<file path="config.mk">
export PLATFORM = sky130hd
export DESIGN_NAME = round_timer_flat
export DESIGN_NICKNAME = d
export VERILOG_FILES = /design/src/rtl/timing_pkg.sv /design/src/rtl/round_timer_if.sv /design/src/rtl/tick_prescaler.sv /design/src/rtl/round_timer.sv /design/src/flat_wrapper.sv
export SDC_FILE = /design/constraint.sdc
export NUM_CORES = 1
export LEC_CHECK = 0
export CORE_MARGIN = 2
export CORE_UTILIZATION = 50
export CTS_CLUSTER_SIZE = 24
export DETAILED_ROUTE_END_ITERATION = 7
export PLACE_DENSITY = 0.81
export SYNTH_ARGS = -nofsm -noshare
export SYNTH_HDL_FRONTEND = slang
export SYNTH_SLANG_ARGS = --single-unit
</file>
<file path="constraint.sdc">
create_clock -name clk -period 5.9 [get_ports clk]
set_input_delay 1.475 -clock clk [delete_from_list [all_inputs] [get_ports clk]]
set_output_delay 1.475 -clock clk [all_outputs]
set_load 0.01 [all_outputs]
</file>
<file path="src/rtl/timing_pkg.sv">
// Shared types and constants for the round countdown timer.
//
// Contents:
//   state_e         - FSM state encoding (2 bits): idle, counting, frozen, expired.
//   TickDivDefault  - clk cycles per one-second tick for a 50 MHz system clock.
//   TickDivSim      - short tick divider used by simulation benches.
//   is_busy()       - true for the states in which a round is in progress.
package timing_pkg;

  typedef enum logic [1:0] {
    StIdle  = 2'd0,
    StRun   = 2'd1,
    StPause = 2'd2,
    StDone  = 2'd3
  } state_e;

  localparam int unsigned TickDivDefault = 50_000_000;
  localparam int unsigned TickDivSim     = 4;

  // A round is "in progress" whether it is counting or frozen by pause.
  function automatic logic is_busy(state_e st);
    return (st == StRun) || (st == StPause);
  endfunction

endpackage

</file>
<file path="src/rtl/round_timer_if.sv">
// Control/status bundle between the game-state controller and the round timer.
//
// Signals:
//   gameState  controller -> timer  1 = round active, 0 = abort / re-arm
//   pause      controller -> timer  level, freezes the countdown while high
//   roundTime  controller -> timer  round length in ticks, sampled at start
//   time_left  timer -> consumers   remaining ticks
//   tick       timer -> consumers   one-cycle pulse per elapsed tick
//   warn       timer -> consumers   low-time indicator
//   busy       timer -> consumers   round in progress (counting or paused)
//   cout       timer -> consumers   one-cycle expiry pulse
//
// Modports: master = controller side, slave = timer side.
interface round_timer_if #(
  parameter int unsigned ROUND_W = 4
) ();

  logic               gameState;
  logic               pause;
  logic [ROUND_W-1:0] roundTime;
  logic [ROUND_W-1:0] time_left;
  logic               tick;
  logic               warn;
  logic               busy;
  logic               cout;

  modport master (
    output gameState, pause, roundTime,
    input  time_left, tick, warn, busy, cout
  );

  modport slave (
    input  gameState, pause, roundTime,
    output time_left, tick, warn, busy, cout
  );

endinterface

</file>
<file path="src/rtl/tick_prescaler.sv">
// Divides clk into one-tick periods.
//
// Ports:
//   clk   system clock
//   rst   synchronous, active-high reset
//   en    count this cycle; when low the count holds
//   clr   return the count to zero (wins over en)
//   term  high for the enabled cycle on which the count sits at TICK_DIV-1;
//         the count wraps to zero on that edge
//
// Parameters:
//   TICK_DIV  clk cycles per tick, must be >= 2
module tick_prescaler
  import timing_pkg::*;
#(
  parameter int unsigned TICK_DIV = TickDivDefault
) (
  input  logic clk,
  input  logic rst,
  input  logic en,
  input  logic clr,
  output logic term
);

  localparam int unsigned CntW = (TICK_DIV > 2) ? $clog2(TICK_DIV) : 1;
  localparam logic [CntW-1:0] CntMax = CntW'(TICK_DIV - 1);

  if (TICK_DIV < 2) begin : g_bad_div
    $error("tick_prescaler: TICK_DIV must be >= 2");
  end

  logic [CntW-1:0] cnt_q, cnt_d;

  assign term = en && (cnt_q == CntMax);

  always_comb begin
    cnt_d = cnt_q;
    if (clr) begin
      cnt_d = '0;
    end else if (en) begin
      cnt_d = term ? '0 : cnt_q + CntW'(1);
    end
  end

  always_ff @(posedge clk) begin
    if (rst) begin
      cnt_q <= '0;
    end else begin
      cnt_q <= cnt_d;
    end
  end

endmodule

</file>
<file path="src/rtl/round_timer.sv">
// Round countdown timer for the rhythm-game core.
//
// Loads a round length when gameState rises, counts it down one tick per
// TICK_DIV clk cycles, and reports the remaining time, a per-tick pulse, a
// low-time warning, a busy flag and a one-cycle expiry pulse (cout). pause
// freezes the countdown mid-tick; dropping gameState aborts and re-arms.
// All outputs are registered.
//
// Ports:
//   clk   system clock
//   rst   synchronous, active-high reset
//   bus   round_timer_if.slave (gameState, pause, roundTime in;
//         time_left, tick, warn, busy, cout out)
//
// Parameters:
//   TICK_DIV   clk cycles per tick (>= 2)
//   ROUND_W    width of roundTime / time_left; must match the interface
//   WARN_SECS  warn while 0 < time_left <= WARN_SECS during a round
//
// Build option:
//   ROUND_TIMER_AUTO_RELOAD_EN - on expiry reload roundTime and keep running
//   (cout still pulses); a zero reload value ends in DONE. Undefined: the
//   timer parks in DONE until gameState drops.
module round_timer
  import timing_pkg::*;
#(
  parameter int unsigned TICK_DIV  = TickDivDefault,
  parameter int unsigned ROUND_W   = 4,
  parameter int unsigned WARN_SECS = 3
) (
  input logic           clk,
  input logic           rst,
  round_timer_if.slave  bus
);

  state_e             state_q, state_d;
  logic [ROUND_W-1:0] time_left_q, time_left_d;
  logic               tick_q, tick_d;
  logic               warn_q, warn_d;
  logic               busy_q, busy_d;
  logic               cout_q, cout_d;

  logic pre_en;
  logic pre_clr;
  logic pre_term;

  // Count only while a round is in progress and not paused; the PAUSE->RUN
  // cycle counts too, so the expiry slips by exactly the number of paused
  // cycles. Outside a round the prescaler is held at zero.
  assign pre_en  = bus.gameState && is_busy(state_q) && !bus.pause;
  assign pre_clr = !bus.gameState || !is_busy(state_q);

  tick_prescaler #(
    .TICK_DIV(TICK_DIV)
  ) u_prescaler (
    .clk  (clk),
    .rst  (rst),
    .en   (pre_en),
    .clr  (pre_clr),
    .term (pre_term)
  );

  always_comb begin
    state_d     = state_q;
    time_left_d = time_left_q;
    tick_d      = 1'b0;
    cout_d      = 1'b0;

    if (!bus.gameState) begin
      // Abort / re-arm outranks everything except reset.
      state_d     = StIdle;
      time_left_d = '0;
    end else begin
      unique case (state_q)
        StIdle: begin
          time_left_d = bus.roundTime;
          if (bus.roundTime != '0) begin
            state_d = StRun;
          end else begin
            state_d = StDone;
            cout_d  = 1'b1;
          end
        end

        StRun, StPause: begin
          if (bus.pause) begin
            // A pause on the terminal prescaler cycle swallows that tick;
            // the prescaler holds and delivers it on resume.
            state_d = StPause;
          end else begin
            state_d = StRun;
            if (pre_term) begin
              tick_d = 1'b1;
              if (time_left_q <= ROUND_W'(1)) begin
                cout_d = 1'b1;
`ifdef ROUND_TIMER_AUTO_RELOAD_EN
                time_left_d = bus.roundTime;
                if (bus.roundTime == '0) begin
                  state_d = StDone;
                end
`else
                time_left_d = '0;
                state_d     = StDone;
`endif
              end else begin
                time_left_d = time_left_q - ROUND_W'(1);
              end
            end
          end
        end

        StDone: begin
          // Level re-arm: stay here until gameState drops.
          time_left_d = '0;
        end

        default: begin
          state_d     = StIdle;
          time_left_d = '0;
        end
      endcase
    end

    // Derived from the next-state values so warn/busy track time_left exactly.
    busy_d = is_busy(state_d);
    warn_d = busy_d && (time_left_d != '0) && (32'(time_left_d) <= WARN_SECS);
  end

  always_ff @(posedge clk) begin
    if (rst) begin
      state_q     <= StIdle;
      time_left_q <= '0;
      tick_q      <= 1'b0;
      warn_q      <= 1'b0;
      busy_q      <= 1'b0;
      cout_q      <= 1'b0;
    end else begin
      state_q     <= state_d;
      time_left_q <= time_left_d;
      tick_q      <= tick_d;
      warn_q      <= warn_d;
      busy_q      <= busy_d;
      cout_q      <= cout_d;
    end
  end

  assign bus.time_left = time_left_q;
  assign bus.tick      = tick_q;
  assign bus.warn      = warn_q;
  assign bus.busy      = busy_q;
  assign bus.cout      = cout_q;

endmodule
</file>
<file path="src/flat_wrapper.sv">
// flat-port wrapper written by rule: the top's interface ports become plain ports
module round_timer_flat import timing_pkg::*;
#(
  parameter int unsigned TICK_DIV  = TickDivDefault,
  parameter int unsigned ROUND_W   = 4,
  parameter int unsigned WARN_SECS = 3
)
  (clk, rst, bus_gameState, bus_pause, bus_roundTime, bus_time_left, bus_tick, bus_warn, bus_busy, bus_cout);
  round_timer_if #(.ROUND_W(ROUND_W)) bus_i ();
  input logic clk;
  input logic rst;
  input wire logic [$bits(bus_i.gameState)-1:0] bus_gameState;
  input wire logic [$bits(bus_i.pause)-1:0] bus_pause;
  input wire logic [$bits(bus_i.roundTime)-1:0] bus_roundTime;
  output wire logic [$bits(bus_i.time_left)-1:0] bus_time_left;
  output wire logic [$bits(bus_i.tick)-1:0] bus_tick;
  output wire logic [$bits(bus_i.warn)-1:0] bus_warn;
  output wire logic [$bits(bus_i.busy)-1:0] bus_busy;
  output wire logic [$bits(bus_i.cout)-1:0] bus_cout;
  assign bus_i.gameState = bus_gameState;
  assign bus_i.pause = bus_pause;
  assign bus_i.roundTime = bus_roundTime;
  assign bus_time_left = bus_i.time_left;
  assign bus_tick = bus_i.tick;
  assign bus_warn = bus_i.warn;
  assign bus_busy = bus_i.busy;
  assign bus_cout = bus_i.cout;
  round_timer #(.TICK_DIV(TICK_DIV), .ROUND_W(ROUND_W), .WARN_SECS(WARN_SECS)) u_core (.clk(clk), .rst(rst), .bus(bus_i));
endmodule
</file>
==> impl_metrics.yaml <==
run_status:
  status: "finished clean"
route:
  vias: 1535
  finalWirelength_um: 3630
  drt-vias-per-instance: 5.48
  post_drt_wl_per_cell_um: 13.0
  drc_errors: 0
  drt_iter0_drc: 70
  drt_pass1_iterations: 4
  route.antenna.remaining_nets: 0
clocking:
  ctsHtreeMaxLevel: 2
  clock-sinks: 36
  setup_bufs_post_cts: 0
  cts_tree: "built"
  number_of_hold_buffers_added_after_cts: 0
  cts-buffers-inserted: 5
  post_cts.resized_instances: 0
  ctsLongestPathBuffers: 2
  clkTransAtPathRegs_ns: 0.07
  clk_lat_worst_skew_ns: 0.29
  clock_tree.root_cell: "sky130_fd_sc_hd__clkbuf_8"
min_path:
  timing.hold.worst.class: "reg2reg"
timing:
  timing.clock.skew_ns: 0.00623
  slew_headroom_pct: 40.7
  setup_viol: 0
  fin_crit_sh_pct: 60.5
  hold_viol: 0
  tightestPinTransition_ns: 0.888
  finalMaxSlewViolations: 0
  finalCriticalPeriod_ns: 3.57
  rsz_0062_raised_after_global_routing: "false"
  max_freq_mhz: 280
  finalSetupTns_ns: 0
  timing.hold.ws_ns: 0.478
layout:
  num-nets-final: 245
  antenna_cells: 0
  multi_input_area_um2: 1080
  sequential_cell_area_in_the_final_layout_um2: 721
  final_cells: 280
  syn_to_final_growth_pct: 15.6
  fill_cells: 334
  post_route_cells_drive_above_1_share_pct: 6.90
global_routing:
  grt_use_met3_pct: 6.60
  grt_use_met1_pct: 22.5
  groute.layer.met2.usage_pct: 30.8
  global_route_wire_length_before_repair_um: 6100
  first_global_vias: 1433
  grt_most_used_layer: "met2"
  grtUsageTotal_pct: 19.0
  antenna_found_initial: 0
  grt_start_max_net_pins: 25
  overflow: 0
worst_setup_path:
  timing.setup.critical_path_class: "in2reg"
  maximum_net_fanout_on_the_critical_path: 8
  path_cells: "clkdlybuf4s50_1, nand3b_1, nor3_2, and3_1, mux2_2, nor3_1, and4bb_1"
  critPathSlowestCell: "sky130_fd_sc_hd__clkdlybuf4s50_1"
  arrival_ns: 3.75
  critPathLaunchType: "input pin"
  timing.critical_path.slowest_cell_delay_ns: 0.54
  worst_ep_required_time_ns: 6.08
  critPathCaptureType: "flip-flop"
placement:
  dpl.cell_count: 272
  place_congestion: 0.835
  detailed_place_hpwl_um: 2650
  portBuffers: 15
synth:
  synth_seq_area_share_pct: 38.9
  synth.avg_cell_area_um2: 8.69
  yosysTopAreaCell: "sky130_fd_sc_hd__dfxtp_1"
  ys_async_sr_fraction_pct: 0
  synthTopCellsByCount: "sky130_fd_sc_hd__nor2_1, sky130_fd_sc_hd__dfxtp_1, sky130_fd_sc_hd__xor2_1"
  postSynth.topFlopCell: "sky130_fd_sc_hd__dfxtp_1"
  synth.top_cells.by_area: "sky130_fd_sc_hd__dfxtp_1, sky130_fd_sc_hd__xor2_1, sky130_fd_sc_hd__nor2_1"
  synth_cells: 213
  synth-edff-count: 0
  ys_warn_count: 0
  synth.most_common_cell: "sky130_fd_sc_hd__nor2_1"
  netlist_area_um2: 1850
  ys_seq_elements: 36
  netlist.area_leader.share_pct: 38.9
  yosys.cell_types.count: 47
  postSynthNetCount: 227
floorplan:
  floorplan.die.width_um: 64.8
  die_area_um2: 4200
  core_um2: 3610
  std_cell_rows: 22
  floorplan.io_pins: 16
  floorplan.initialDensity_pct: 51.3
  die_height_um: 64.8
power:
  peakVddDrop_v: 0.000133
  p_leak_uw: 0.000692
  power.density_nw_per_um2: 217
job:
  max_cap_check_violation_count: 0
==> critical path: cells and delay by family <==
kind	cells	cell delay, ns
muxes	1	0.37
buffers and inverters	1	0.54
and+or+nand+nor	5	1.36
==> placed cells by master, fill, tap and decap left out, types with 2 or more instances in the layout <==
cell and instances:
sky130_fd_sc_hd__nor4_1 3, sky130_fd_sc_hd__inv_1 8, sky130_fd_sc_hd__dfxtp_1 36, sky130_fd_sc_hd__nand2b_1 2, sky130_fd_sc_hd__nor2_1 37, sky130_fd_sc_hd__and3_1 5
sky130_fd_sc_hd__clkbuf_8 6, sky130_fd_sc_hd__and4_1 2, sky130_fd_sc_hd__mux2i_1 2, sky130_fd_sc_hd__nand3b_1 2, sky130_fd_sc_hd__nor3_1 9, sky130_fd_sc_hd__nand2_1 12
sky130_fd_sc_hd__clkdlybuf4s50_1 15, sky130_fd_sc_hd__nor2b_1 4, sky130_fd_sc_hd__xor2_1 17, sky130_fd_sc_hd__ha_1 6, sky130_fd_sc_hd__a21oi_1 3, sky130_fd_sc_hd__and2_1 5
sky130_fd_sc_hd__nand4_1 11, sky130_fd_sc_hd__nand3_1 11, sky130_fd_sc_hd__o21ai_0 2, sky130_fd_sc_hd__xnor2_1 7
==> report_power, final <==
part	internal [µW]	switching (µW)	leakage, µW
Clock	94.8	88.4	0.0000445
Sequential	246	2.36	0.000291
Combinational	16.5	17.0	0.000357
Total	357	108	0.000692
==> cells by family after synthesis <==
group	Yosys count	share of synthesized area [%]
compound gates	13	5.21
xor+xnor	24	11.4
flops	36	38.9
simple gates	118	35.6
buf+inv	12	2.50
fa+ha+maj	6	4.06
mux	4	2.30
==> per-layer routing <==
metal	share of wire, %	wire length [µm]
met3	4.9	178
met1	45	1650
met4	1.2	45
met5	0	0
met2	48	1760
==> through the flow <==
stage / util (%) / cell area, µm² / worst slack, ns / total power, µW
6_report: 59.3 / 2140 / 2.33 / 465
4_1_cts: 59.3 / 2140 / 2.32 / 468
5_1_grt: 59.3 / 2140 / 2.08 / 487
2_1_floorplan: - / 1850 / 2.77 / 272
3_3_place_gp: 56.7 / 2040 / 2.11 / 286
3_5_place_dp: 56.7 / 2040 / 2.03 / 287
==> state kept, by name (all words and copies together) (netlist names) <==
register                  count
u_core.bus.busy               1
u_core.bus.tick               1
u_core.bus.cout               1
u_core.bus.time_left          4
u_core.u_prescaler.cnt_q     26
u_core.bus.warn               1
u_core.state_q                2
==> cell type report <==
class                      count  area share, %
clock inverter                 1          0.351
tap                           48           2.81
inverter                       8           1.40
sequential                    36           33.7
timing repair buffer          15           7.02
multi-input combinational    165           50.7
clock buffer                   7           4.04
==> final timing paths <==
| path | startpoint | end | slack (ns) | cells after the start |
|---|---|---|---|---|
| max | bus_gameState | u_core.bus.warn$_SDFF_PP0_ | 2.33 | 7 |
| min | u_core.u_prescaler.cnt_q[1]$_SDFFE_PP0P_ | u_core.u_prescaler.cnt_q[1]$_SDFFE_PP0P_ | 0.48 | 2 |
| max reg2reg | u_core.state_q[0]$_SDFF_PP0_ | u_core.bus.warn$_SDFF_PP0_ | 3.22 | 8 |
| min reg2reg | u_core.u_prescaler.cnt_q[1]$_SDFFE_PP0P_ | u_core.u_prescaler.cnt_q[1]$_SDFFE_PP0P_ | 0.48 | 2 |
Power figures use the tool's default switching activity.
